<file path="config.mk">
export PLATFORM = sky130hd
export DESIGN_NAME = inst_fetch_queue
export DESIGN_NICKNAME = d
export VERILOG_FILES = /design/src/rtl/inst_fetch_queue_pkg.sv /design/src/rtl/inst_queue_fifo.sv /design/src/rtl/inst_fetch_queue.sv
export SDC_FILE = /design/constraint.sdc
export NUM_CORES = 1
export LEC_CHECK = 0
export CAP_MARGIN = 15
export CELL_PAD_IN_SITES_DETAIL_PLACEMENT = 2
export CELL_PAD_IN_SITES_GLOBAL_PLACEMENT = 2
export CORE_MARGIN = 4
export CORE_UTILIZATION = 43
export DETAILED_ROUTE_END_ITERATION = 12
export MAX_ROUTING_LAYER = met4
export PLACE_DENSITY = 0.93
export SYNTH_ARGS = -nofsm -noshare
export SYNTH_HDL_FRONTEND = slang
export SYNTH_SLANG_ARGS = --single-unit
</file>
<file path="constraint.sdc">
create_clock -name clk -period 6.65 [get_ports clk]
set_input_delay 0.665 -clock clk [delete_from_list [all_inputs] [get_ports clk]]
set_output_delay 0.665 -clock clk [all_outputs]
set_load 0.005 [all_outputs]
</file>
<file path="src/rtl/inst_fetch_queue_pkg.sv">
`default_nettype none
// ============================================================================
//  Module   : inst_fetch_queue_pkg
//  Purpose  : Shared types for the instruction fetch front end. Contains the
//             RV32I major opcode encoding, the queue entry record and the
//             fetch state encoding.
//  Revision : 1.0 - initial release
// ============================================================================
package inst_fetch_queue_pkg;

   // RV32I major opcodes (inst[6:0])
   typedef enum logic [6:0] {
      op_lui   = 7'b0110111,
      op_auipc = 7'b0010111,
      op_jal   = 7'b1101111,
      op_jalr  = 7'b1100111,
      op_br    = 7'b1100011,
      op_load  = 7'b0000011,
      op_store = 7'b0100011,
      op_imm   = 7'b0010011,
      op_reg   = 7'b0110011,
      op_csr   = 7'b1110011
   } rv32i_opcode;

   // One buffered instruction together with the PC it was fetched from
   typedef struct packed {
      logic [31:0] inst;
      logic [31:0] pc;
   } inst_queue_entry_t;

   // IDLE  : no request outstanding
   // FETCH : request outstanding, its data will be kept
   // DROP  : request outstanding, its data belongs to a flushed stream
   typedef enum logic [1:0] {
      IDLE  = 2'd0,
      FETCH = 2'd1,
      DROP  = 2'd2
   } fetch_state_t;

endpackage : inst_fetch_queue_pkg
`default_nettype wire

</file>
<file path="src/rtl/inst_queue_fifo.sv">
`default_nettype none
// ============================================================================
//  Module   : inst_queue_fifo
//  Purpose  : Circular buffer of fetched instructions. Head entry is presented
//             combinationally; flush clears head, tail and count and takes
//             priority over any same-cycle push or pop.
//  Ports    : clk, rst (async, active-low)
//             push/entry_in  - write entry at tail
//             pop            - retire head entry
//             flush          - discard all entries
//             entry_out      - current head entry
//             count          - occupied entries (0..DEPTH)
//             empty, full    - occupancy flags
//  Revision : 1.0 - initial release
// ============================================================================
module inst_queue_fifo
   import inst_fetch_queue_pkg::*;
#(
   parameter int DEPTH = 4
) (
   input  logic                         clk,
   input  logic                         rst,
   input  logic                         push,
   input  logic                         pop,
   input  logic                         flush,
   input  inst_queue_entry_t            entry_in,
   output inst_queue_entry_t            entry_out,
   output logic [$clog2(DEPTH+1)-1:0]   count,
   output logic                         empty,
   output logic                         full
);

   localparam int c_ptr_w = $clog2(DEPTH);
   localparam int c_cnt_w = $clog2(DEPTH + 1);
   localparam logic [c_cnt_w-1:0] c_depth = c_cnt_w'(DEPTH);

   inst_queue_entry_t    r_mem [DEPTH];
   logic [c_ptr_w-1:0]   r_head;
   logic [c_ptr_w-1:0]   r_tail;
   logic [c_cnt_w-1:0]   r_count;

   // Storage needs no reset: nothing is read until count says it is valid.
   always_ff @(posedge clk) begin
      if (push && !flush) begin
         r_mem[r_tail] <= entry_in;
      end
   end

   // DEPTH is a power of two, so pointers wrap naturally at their width.
   always_ff @(posedge clk or negedge rst) begin
      if (!rst) begin
         r_head  <= '0;
         r_tail  <= '0;
         r_count <= '0;
      end else if (flush) begin
         r_head  <= '0;
         r_tail  <= '0;
         r_count <= '0;
      end else begin
         if (push) begin
            r_tail <= r_tail + c_ptr_w'(1);
         end
         if (pop) begin
            r_head <= r_head + c_ptr_w'(1);
         end
         case ({push, pop})
            2'b10:   r_count <= r_count + c_cnt_w'(1);
            2'b01:   r_count <= r_count - c_cnt_w'(1);
            default: r_count <= r_count;
         endcase
      end
   end

   assign entry_out = r_mem[r_head];
   assign count     = r_count;
   assign empty     = (r_count == '0);
   assign full      = (r_count == c_depth);

endmodule : inst_queue_fifo
`default_nettype wire

</file>
<file path="src/rtl/inst_fetch_queue.sv">
`default_nettype none
// ============================================================================
//  Module   : inst_fetch_queue
//  Purpose  : Instruction fetch front end. Owns the fetch PC, issues one
//             outstanding read at a time to instruction memory, buffers the
//             returned words with their PCs and presents the head entry to
//             decode with a valid/ready handshake. A redirect flushes the
//             queue and restarts fetch; an in-flight response that predates
//             the redirect is discarded.
//  Ports    : clk, rst (async, active-low)
//             inst_mem_read/address   - request, held until inst_mem_resp
//             inst_mem_resp/rdata     - one-cycle response with data
//             redirect/redirect_pc    - flush and restart (pc[1:0] forced 0)
//             out_valid/ready         - decode handshake on head entry
//             out_inst/pc             - head entry
//             out_opcode/funct3/7     - decoded fields of out_inst
//             count                   - occupied queue entries
//  Revision : 1.0 - initial release
// ============================================================================
module inst_fetch_queue
   import inst_fetch_queue_pkg::*;
#(
   parameter int          DEPTH    = 4,
   parameter logic [31:0] RESET_PC = 32'h0000_0060
) (
   input  logic                         clk,
   input  logic                         rst,
   output logic                         inst_mem_read,
   output logic [31:0]                  inst_mem_address,
   input  logic                         inst_mem_resp,
   input  logic [31:0]                  inst_mem_rdata,
   input  logic                         redirect,
   input  logic [31:0]                  redirect_pc,
   output logic                         out_valid,
   input  logic                         out_ready,
   output logic [31:0]                  out_inst,
   output logic [31:0]                  out_pc,
   output rv32i_opcode                  out_opcode,
   output logic [2:0]                   out_funct3,
   output logic [6:0]                   out_funct7,
   output logic [$clog2(DEPTH+1)-1:0]   count
);

   localparam int c_cnt_w = $clog2(DEPTH + 1);
   localparam logic [c_cnt_w-1:0] c_last_slot = c_cnt_w'(DEPTH - 1);

   fetch_state_t        r_state;
   logic                r_read;
   logic [31:0]         r_fetch_pc;
   logic [31:0]         r_req_addr;

   logic [31:0]         w_redirect_pc;
   logic [31:0]         w_next_addr;
   logic                w_push;
   logic                w_pop;
   logic                w_empty;
   logic                w_full;
   logic                w_fills_queue;
   logic                w_unused_bits;
   inst_queue_entry_t   w_push_entry;
   inst_queue_entry_t   w_head;

   assign w_redirect_pc = {redirect_pc[31:2], 2'b00};
   assign w_unused_bits = &{1'b0, redirect_pc[1:0]};
   assign w_next_addr   = r_req_addr + 32'd4;

   // A response is only kept when it belongs to the live stream.
   assign w_push       = (r_state == FETCH) && inst_mem_resp && !redirect;
   assign w_pop        = out_valid && out_ready;
   assign w_push_entry = '{inst: inst_mem_rdata, pc: r_req_addr};

   // The push being taken this cycle occupies the last free slot unless
   // decode frees one at the same time.
   assign w_fills_queue = (count == c_last_slot) && !w_pop;

   inst_queue_fifo #(
      .DEPTH (DEPTH)
   ) u_fifo (
      .clk       (clk),
      .rst       (rst),
      .push      (w_push),
      .pop       (w_pop),
      .flush     (redirect),
      .entry_in  (w_push_entry),
      .entry_out (w_head),
      .count     (count),
      .empty     (w_empty),
      .full      (w_full)
   );

   always_ff @(posedge clk or negedge rst) begin
      if (!rst) begin
         r_state    <= IDLE;
         r_read     <= 1'b0;
         r_fetch_pc <= RESET_PC;
         r_req_addr <= RESET_PC;
      end else begin
         case (r_state)
            IDLE: begin
               if (redirect) begin
                  r_state    <= FETCH;
                  r_read     <= 1'b1;
                  r_req_addr <= w_redirect_pc;
                  r_fetch_pc <= w_redirect_pc;
               end else if (!w_full || w_pop) begin
                  // A pop from a full queue frees a slot at this edge, so
                  // issue resumes without an extra idle cycle.
                  r_state    <= FETCH;
                  r_read     <= 1'b1;
                  r_req_addr <= r_fetch_pc;
               end
            end

            FETCH: begin
               if (inst_mem_resp && !redirect) begin
                  r_fetch_pc <= w_next_addr;
                  if (w_fills_queue) begin
                     r_state <= IDLE;
                     r_read  <= 1'b0;
                  end else begin
                     r_req_addr <= w_next_addr;
                  end
               end else if (inst_mem_resp && redirect) begin
                  // Request completed this cycle, so the target can be
                  // issued immediately.
                  r_req_addr <= w_redirect_pc;
                  r_fetch_pc <= w_redirect_pc;
               end else if (redirect) begin
                  // Request is still in flight and cannot be withdrawn;
                  // remember the target and wait out the stale response.
                  r_state    <= DROP;
                  r_fetch_pc <= w_redirect_pc;
               end
            end

            DROP: begin
               if (inst_mem_resp) begin
                  r_state    <= FETCH;
                  r_req_addr <= redirect ? w_redirect_pc : r_fetch_pc;
               end
               if (redirect) begin
                  r_fetch_pc <= w_redirect_pc;
               end
            end

            default: begin
               r_state <= IDLE;
               r_read  <= 1'b0;
            end
         endcase
      end
   end

   assign inst_mem_read    = r_read;
   assign inst_mem_address = r_req_addr;

   assign out_valid  = !w_empty;
   assign out_inst   = w_head.inst;
   assign out_pc     = w_head.pc;
   assign out_opcode = rv32i_opcode'(w_head.inst[6:0]);
   assign out_funct3 = w_head.inst[14:12];
   assign out_funct7 = w_head.inst[31:25];

endmodule : inst_fetch_queue
`default_nettype wire

</file>
==> results of run 1 <==
==> cells in the mapped netlist (7+ instances only) <==
cell,instances,share of area (%)
a21oi_1,24,0.87
a22o_1,9,0.57
a22oi_1,24,1.3
a2bb2oi_1,9,0.57
and3_1,13,0.59
and4_1,7,0.44
buf_1,8,0.22
buf_2,12,0.43
buf_4,17,0.92
clkbuf_1,29,0.79
dfrtp_1,70,13
edfxtp_1,256,56
inv_1,10,0.27
mux4_2,64,10
nand2_1,41,1.1
nand3_1,14,0.51
nand4_1,10,0.45
nor2_1,28,0.76
o21ai_0,42,1.5
o22a_1,9,0.57
o22ai_1,7,0.32
xnor2_1,20,1.3
xor2_1,11,0.70
==> routing by layer <==
layer | wire length, µm | share of wire, % | vias to the layer above | global-route usage [%]
met4 | 1150 | 2.7 | 0 | 6.91
met2 | 21700 | 51 | 338 | 40.9
met3 | 2260 | 5.3 | 82 | 3.99
met5 | 0 | 0 | - | -
met1 | 17200 | 41 | 4704 | 31.5
li1 | - | - | 3693 | -
==> sequential cells by signal, indices dropped and copies added (netlist names) <==
name and flops:
u_fifo.r_tail 2, inst_mem_read 1, u_fifo.r_head 2, r_state 2, u_fifo.r_mem 256, u_fifo.count 3
r_fetch_pc 32, inst_mem_address 32
==> area by class of cell <==
type / instances / area (µm²)
diodes: 3 / 7.51
clock buffers: 46 / 1020
clock inverters: 20 / 101
fillers: 2775 / 14600
inverters: 10 / 37.5
multi-input cells: 433 / 3930
flip-flops and latches: 330 / 9550
well taps: 402 / 503
repair buffers: 193 / 1900
==> final timing paths <==
kind                                        to  slack (ns)  depth (start not counted)
min                            u_fifo.count[0]        0.39                          2
max                                 out_pc[16]        2.72                          3
min reg2reg                     r_fetch_pc[21]        0.51                          2
max in group asynchronous     u_fifo.r_head[1]        5.47                          2
max reg2reg                inst_mem_address[4]        3.35                          5
min in group clk                r_fetch_pc[21]        0.51                          2
==> worst reg2reg max path, delay by kind of cell, from the launching register on <==
kind / cells / cell delay [ns]
flip-flops: 1 / 0.80
AND/OR/NAND/NOR: 3 / 1.90
AO/OA/AOI/OAI: 2 / 0.48
==> cell families (layout without fill, tap and decap cells) <==
family                     count (synthesis)  after routing  synth area share (%)
adders and majority gates                  6              6                 0.597
DFF                                      330            330                  69.0
and+or+nand+nor                          147            147                  5.78
other                                      0              3                     0
AOI/OAI and AO/OA                        181            181                  9.08
muxes                                     68             68                  10.7
buffers and inverters                     79            269                  2.83
xor gates and xnor gates                  31             31                  1.96
==> power by group <==
group	leakage, nW	internal [mW]	switching [mW]
registers	3.20	2.49	0.440
logic	1.97	0.948	0.649
clock network	0.560	1.09	0.822
==> layout by cell type, fill, tap and decap left out, types with 6 or more instances in the layout <==
master,netlist,final
o22ai_1,7,7
and3_1,13,13
a31oi_1,6,6
o2bb2ai_1,6,6
clkdlybuf4s50_1,0,183
o31ai_1,6,6
a2bb2oi_1,9,9
buf_4,17,9
nand3_1,14,14
xnor2_1,20,20
clkinv_1,0,7
clkinv_2,0,10
dfrtp_1,70,68
xor2_1,11,11
o21ai_0,42,41
nand4_1,10,10
nor2_1,28,28
and4_1,7,7
mux4_2,64,64
clkbuf_16,0,39
inv_1,10,10
edfxtp_1,256,256
a22oi_1,24,24
nand2_1,41,40
a21oi_1,24,23
o22a_1,9,9
o21ai_1,6,7
a22o_1,9,9
==> per-stage QoR <==
stage	hold slack (ns)	total power, mW	setup WS (ns)	cell area [µm²]	instances
after detailed placement	0.505	4.55	2.99	15900	1368
after CTS	0.450	6.49	2.63	17100	1434
after global routing	0.472	6.73	2.53	17100	1437
after floorplan	0.369	3.61	2.89	13800	842
final	0.394	6.44	2.72	17100	1437
after global placement	0.487	4.41	3.08	15900	1368
==> summary.txt, run 1 <==
STA
  – Period utilisation layout: between 50% and 60%
  – Post-Route Setup TNS: 0 ns
  – Unrepaired setup endpoints after global routing: false
  – Min Tclk post-route: between 3 and 4 ns
  – Worst slew pin tran: roughly 1.1 ns
  – Number of failing hold endpoints at the final stage: 0
  – Setup violation total in the final timing report: 0
  – Clock tree skew after final layout: around 0.016 ns
  – Worst slew slack as a fraction of its limit: about a quarter
  – Slew Limit Fails: 0
  – Max Clock Freq: around 250 MHz

Placement
  – Port Buffer Count: between 150 and 200
  – Final Wtd Congestion: 0.786
  – Detailed placer's ending HPWL: between 20000 and 30000 µm

Clocking
  – Number of buffers inserted during clock tree synthesis: 37
  – Hold-fix buffer count after cts: 0
  – TritonCTS clock tree: done
  – Resized Gates After CTS: 0
  – Htree depth: 2
  – Source-to-sink clock delay at the later pin of the worst-skew pair: 0.53 ns
  – Total setup buffers inserted after CTS: 0
  – Bufs on Longest Clock Path: 3
  – Clock slew at the register clock pins of the worst setup and hold paths: 0.05 ns
  – Clock root buffer: clkbuf_16
  – Clk sink count: 330

Logic synthesis
  – Most used DFF post-synth: edfxtp_1
  – Mapped Area: around 14000 µm²
  – Number of instances in the synthesized netlist: between 800 and 900
  – Synthesized area divided by synthesized cell count: 16.4 µm²
  – Number of warnings reported in the yosys synthesis log: 0
  – FF+latch count, synth: 330
  – Post-Syn Nets: between 900 and 1000
  – Share of synthesized registers carrying an async set or reset: between 20% and 30%
  – Sequential-to-total area share from yosys stat: 69.0%
  – EDFF count, synth: around 260
  – Unique masters post-synth: 63

Floorplan
  – Total number of placement rows: 65
  – Top-level I/O count: between 150 and 200
  – Starting utilization of the core area: a little over two fifths
  – Floorplan die width: around 190 µm
  – DIE AREA: approximately 35000 µm²
  – Area of the placeable core: 31600 µm²
  – Die height: between 150 and 200 µm

Power and ir drop
  – Power density of the placed cells: 377 nW/µm²
  – Leakage dissipation: 5.73 nW
  – Worst vdd rail ir drop: between 0.15 and 0.2 mV

Global routing
  – Vias in the first global route: 9748
  – Overall routing resource usage: 24.5%
  – Initial antenna violation count: 3
  – First-pass GRT wire length: roughly 64000 µm
  – Largest net degree at the start of global routing: between 70 and 80
  – Gr ovfl total: 0

Outcome
  – Result of the run: finished clean

Routing
  – Detailed Route WL: 42300 µm
  – DR vias/cell: 6.14
  – Final ANT Viol Nets: 0
  – Post-DR wirelength/cell: between 20 and 30 µm
  – Number of DRC violations after detailed routing: 0
  – Count of TritonRoute iterations in the first routing pass: 5
  – Overall via count from detail_route: approximately 9000
  – Number of DRC markers in iteration 0: around 740

Min path
  – Path category of the worst min-delay check: input port to async pin

Setup path
  – Kind of launch point of the worst setup path: register
  – List of cells traversed by the critical path: buf_4 -> mux4_2 -> clkdlybuf4s50_1
  – Worst path slowest cell: dfrtp_4
  – Number of buffers and inverters on the critical path: 2
  – CP Class: register to output pin
  – Arrival time of the worst setup path: 3.26 ns
  – CP max stage delay: 0.97 ns
  – Crit Reg-Reg Startpoint: r_state[0]
  – Endpoint required time on the critical path: roughly 6 ns
  – Launching instance or port of the critical path: u_fifo.r_head[0]
  – Critical path endpoint category: output pin
  – Cell family with the largest share of critical-path delay: buffers and inverters
  – Crit path max fanout: 42

Layout
  – Share of final-layout standard cells stronger than drive strength 1: between 10% and 20%
  – Post-synthesis to final-layout area growth: 23.4%
  – Fin util: a little over half
  – Post-layout nets: ~1100

Job
  – Max-capacitance violation count: 0
Note: power is estimated with default switching activity, not from simulation.
==> run 2, diff against run 1 <==
CORE_UTILIZATION = 40   (was 43)
PLACE_DENSITY = 0.88   (was 0.93)
clock period = 3.95 ns   (was 6.65 ns; I/O delays follow)
==> run 2 against run 1 <==
Against the previous run:
- worst setup slack worse by 1.9 ns
- utilization down 2.4 points
- power up 70%
- worst hold slack worse by 0.38 ns
- non-clock buffer count up 18
- sequential share of layout area down 1.1 points
- cell area up 2.1%
- count of clock-buffer cells in the layout up 4
- clock power up 74%
- critical path depth unchanged
- sequential cell count unchanged
- critical path type unchanged
- critical endpoint is now out_inst[31]
- largest cell class unchanged
- highest routed layer unchanged
==> summary.txt, run 2 (synthesized netlist as in run 1, its figures left out) <==
Power and ir drop
  – Switch share: 28.7% (-0.95 points)
  – Post-layout total power: 11.0 mW (+70%)
  – Internal power summed over all cells: 7.81 mW (+73%)
  – Worst vdd rail ir drop: 0.291 mV (+72%)
  – Combinational power share: 25.7% (+0.9 points)
  – Power density of the placed cells: 630 nW/µm² (+67%)
  – Leakage dissipation: 5.87 nW (+2.3%)
  – Total net switching power: 3.15 mW (+65%)
  – Clk network pwr share: 30.4% (+0.7 points)
  – Relative contribution of sequential cells to total power: 43.9% (-1.6 points)

Placement
  – Final Wtd Congestion: 0.803 (+2.1%)
  – Port Buffer Count: 184 (unchanged)
  – Detailed placer's ending HPWL: 27700 µm (+6.1%)
  – Cell Count Post-Placement: 1432 (+4.7%)
  – Setup Slack @ Placement: 0.808 ns (-2.18 ns)
  – Area post-placement: 16200 µm² (+2.0%)

STA
  – Post-route worst setup slack: 0.838 ns (-1.88 ns)
  – Worst slew pin tran: 1.06 ns (-0.0687 ns)
  – Max Clock Freq: 321 MHz
  – Post-Route Setup TNS: 0 ns (unchanged)
  – Clock tree skew after final layout: 0.0146 ns (-0.000998 ns)
  – Worst slew slack as a fraction of its limit: 29.4% (+4.6 points)
  – Setup violation total in the final timing report: 0 (unchanged)
  – Number of failing hold endpoints at the final stage: 0 (unchanged)
  – Min Tclk post-route: 3.11 ns
  – Unrepaired setup endpoints after global routing: false
  – Period utilisation layout: 78.8%
  – Slew Limit Fails: 0 (unchanged)

Setup path
  – Worst path slowest cell: dfrtp_4
  – List of cells traversed by the critical path: buf_12 -> mux4_2 -> clkdlybuf4s50_1
  – Crit path max fanout: 28 (-33%)
  – Arrival time of the worst setup path: 2.72 ns (-0.54 ns)
  – Endpoint required time on the critical path: 3.56 ns (-2.42 ns)
  – CP max stage delay: 0.82 ns (-0.15 ns)
  – Kind of launch point of the worst setup path: register
  – Critical path endpoint category: output pin
  – CP Class: register to output pin

Clocking
  – TritonCTS clock tree: done
  – Clk sink count: 330 (unchanged)
  – Number of buffers inserted during clock tree synthesis: 37 (unchanged)
  – Htree depth: 2 (unchanged)
  – Resized Gates After CTS: 0 (unchanged)
  – Total setup buffers inserted after CTS: 0 (unchanged)
  – Hold-fix buffer count after cts: 0 (unchanged)
  – Clock slew at the register clock pins of the worst setup and hold paths: 0.07 ns (+0.02 ns)
  – Source-to-sink clock delay at the later pin of the worst-skew pair: 0.52 ns (about the same)
  – Bufs on Longest Clock Path: 3 (unchanged)
  – Clock root buffer: clkbuf_16

Layout
  – Post-synthesis to final-layout area growth: 25.9%
  – Max reg flops: 256 (unchanged)
  – Total area of multi-input combinational cells: 3930 µm² (-0.16%)
  – Share of final-layout standard cells stronger than drive strength 1: 15.9% (+1.5 points)
  – Count of fill cells added during filler insertion: 3015 (+8.6%)
  – Post-layout nets: 1098 (+1.7%)
  – Largest register by flop count: u_fifo.r_mem
  – Register Area: 9550 µm² (unchanged)
  – Most common cell after layout, fill and taps aside: edfxtp_1
  – Design Area, Final: 17400 µm² (+2.1%)
  – Most frequent cells in the layout: 256 x edfxtp_1, 183 x clkdlybuf4s50_1, 68 x dfrtp_1
  – Post-Layout Cell Count: 1499 (+4.3%)

Floorplan
  – Area of the placeable core: 33800 µm² (+6.8%)
  – Top-level I/O count: 187 (unchanged)
  – Starting utilization of the core area: 40.9% (-2.8 points)
  – Die height: 194 µm (+3.5%)
  – Floorplan die width: 194 µm (+3.5%)
  – DIE AREA: 37600 µm² (+7.2%)
  – Total number of placement rows: 67 (+3.1%)

Global routing
  – Gr ovfl total: 0 (unchanged)
  – Overall routing resource usage: 22.1% (-2.5 points)
  – First-pass GRT wire length: 62700 µm (-2.6%)
  – Largest net degree at the start of global routing: 49 (-35%)
  – Initial antenna violation count: 2 (-1)
  – Vias in the first global route: 9711 (-0.38%)

Routing
  – Final ANT Viol Nets: 0 (unchanged)
  – Number of DRC violations after detailed routing: 0 (unchanged)
  – Number of DRC markers in iteration 0: 591 (-20%)
  – Count of TritonRoute iterations in the first routing pass: 5 (unchanged)
  – DR vias/cell: 5.83 (-5.0%)
  – Post-DR wirelength/cell: 27.5 µm (-6.5%)
  – Detailed Route WL: 41200 µm (-2.5%)
  – Overall via count from detail_route: 8740 (-0.87%)

Min path
  – Path category of the worst min-delay check: input port to async pin

Outcome
  – Result of the run: finished clean

Job
  – Max-capacitance violation count: 0 (unchanged)
run 2: cell types whose count changed in the layout (fill, tap and decap cells not counted), sizes merged:
| cell | delta |
|---|---|
| buf | +18 |
| clkinv | -8 |
| clkbuf | +4 |
| bufinv | +2 |
| diode | -2 |
| clkinvlp | +1 |
| inv | +1 |
run 2: worst paths after layout:
| path | depth (start not counted) | end | from | slack [ns] |
|---|---|---|---|---|
| worst max-delay path | 3 | out_inst[31] | u_fifo.r_head[0] | 0.84 |
| max in group asynchronous | 2 | inst_mem_address[29] | rst | 2.88 |
| min in group clk | 1 | u_fifo.r_mem[3][50] | inst_mem_rdata[18] | 0.52 |
| worst max register to register | 5 | r_fetch_pc[31] | inst_mem_address[5] | 1.09 |
| worst min register to register | 2 | r_fetch_pc[18] | r_fetch_pc[18] | 0.52 |
| worst min-delay path | 1 | inst_mem_address[4] | rst | 0.01 |
run 2: critical path, delay by kind of cell, from the launching register on:
family	cells	cell delay [ns]
buf+inv	2	0.75
flops	1	0.82
mux	1	0.58
run 2: per-layer routing:
metal,global-route usage (%),routed length (µm),vias to the layer above
li1,-,-,3742
met1,27.7,16800,4618
met2,37.4,21200,302
met3,3.53,2060,78
met4,6.56,1130,0
met5,-,0,-
run 2: power groups by stage:
stage | clock network [mW] | registers, mW | logic [mW]
2_1_floorplan | 0 | 4.54 | 1.54
3_5_place_dp | 0 | 4.87 | 2.85
3_3_place_gp | 0 | 4.81 | 2.74
5_1_grt | 3.55 | 4.88 | 3.03
4_1_cts | 3.40 | 4.82 | 2.87
6_report | 3.33 | 4.82 | 2.82
run 2: area by class of cell:
type	count	share of cell area, %
clock buffer	50	5.94
multi-input combinational	433	22.5
clock inverter	16	0.783
timing repair buffer	211	12.4
inverter	10	0.216
sequential	330	54.9
tap	448	3.22
antenna	1	0.0144
run 2: metrics by stage:
| stage | util (%) | hold WS [ns] |
|---|---|---|
| detailed placement | 48.1 | 0.501 |
| global route | 51.5 | 0.0552 |
| floorplan | - | 0.0994 |
| CTS | 51.5 | 0.00379 |
| finish | 51.5 | 0.0123 |
| global placement | 48.1 | 0.487 |
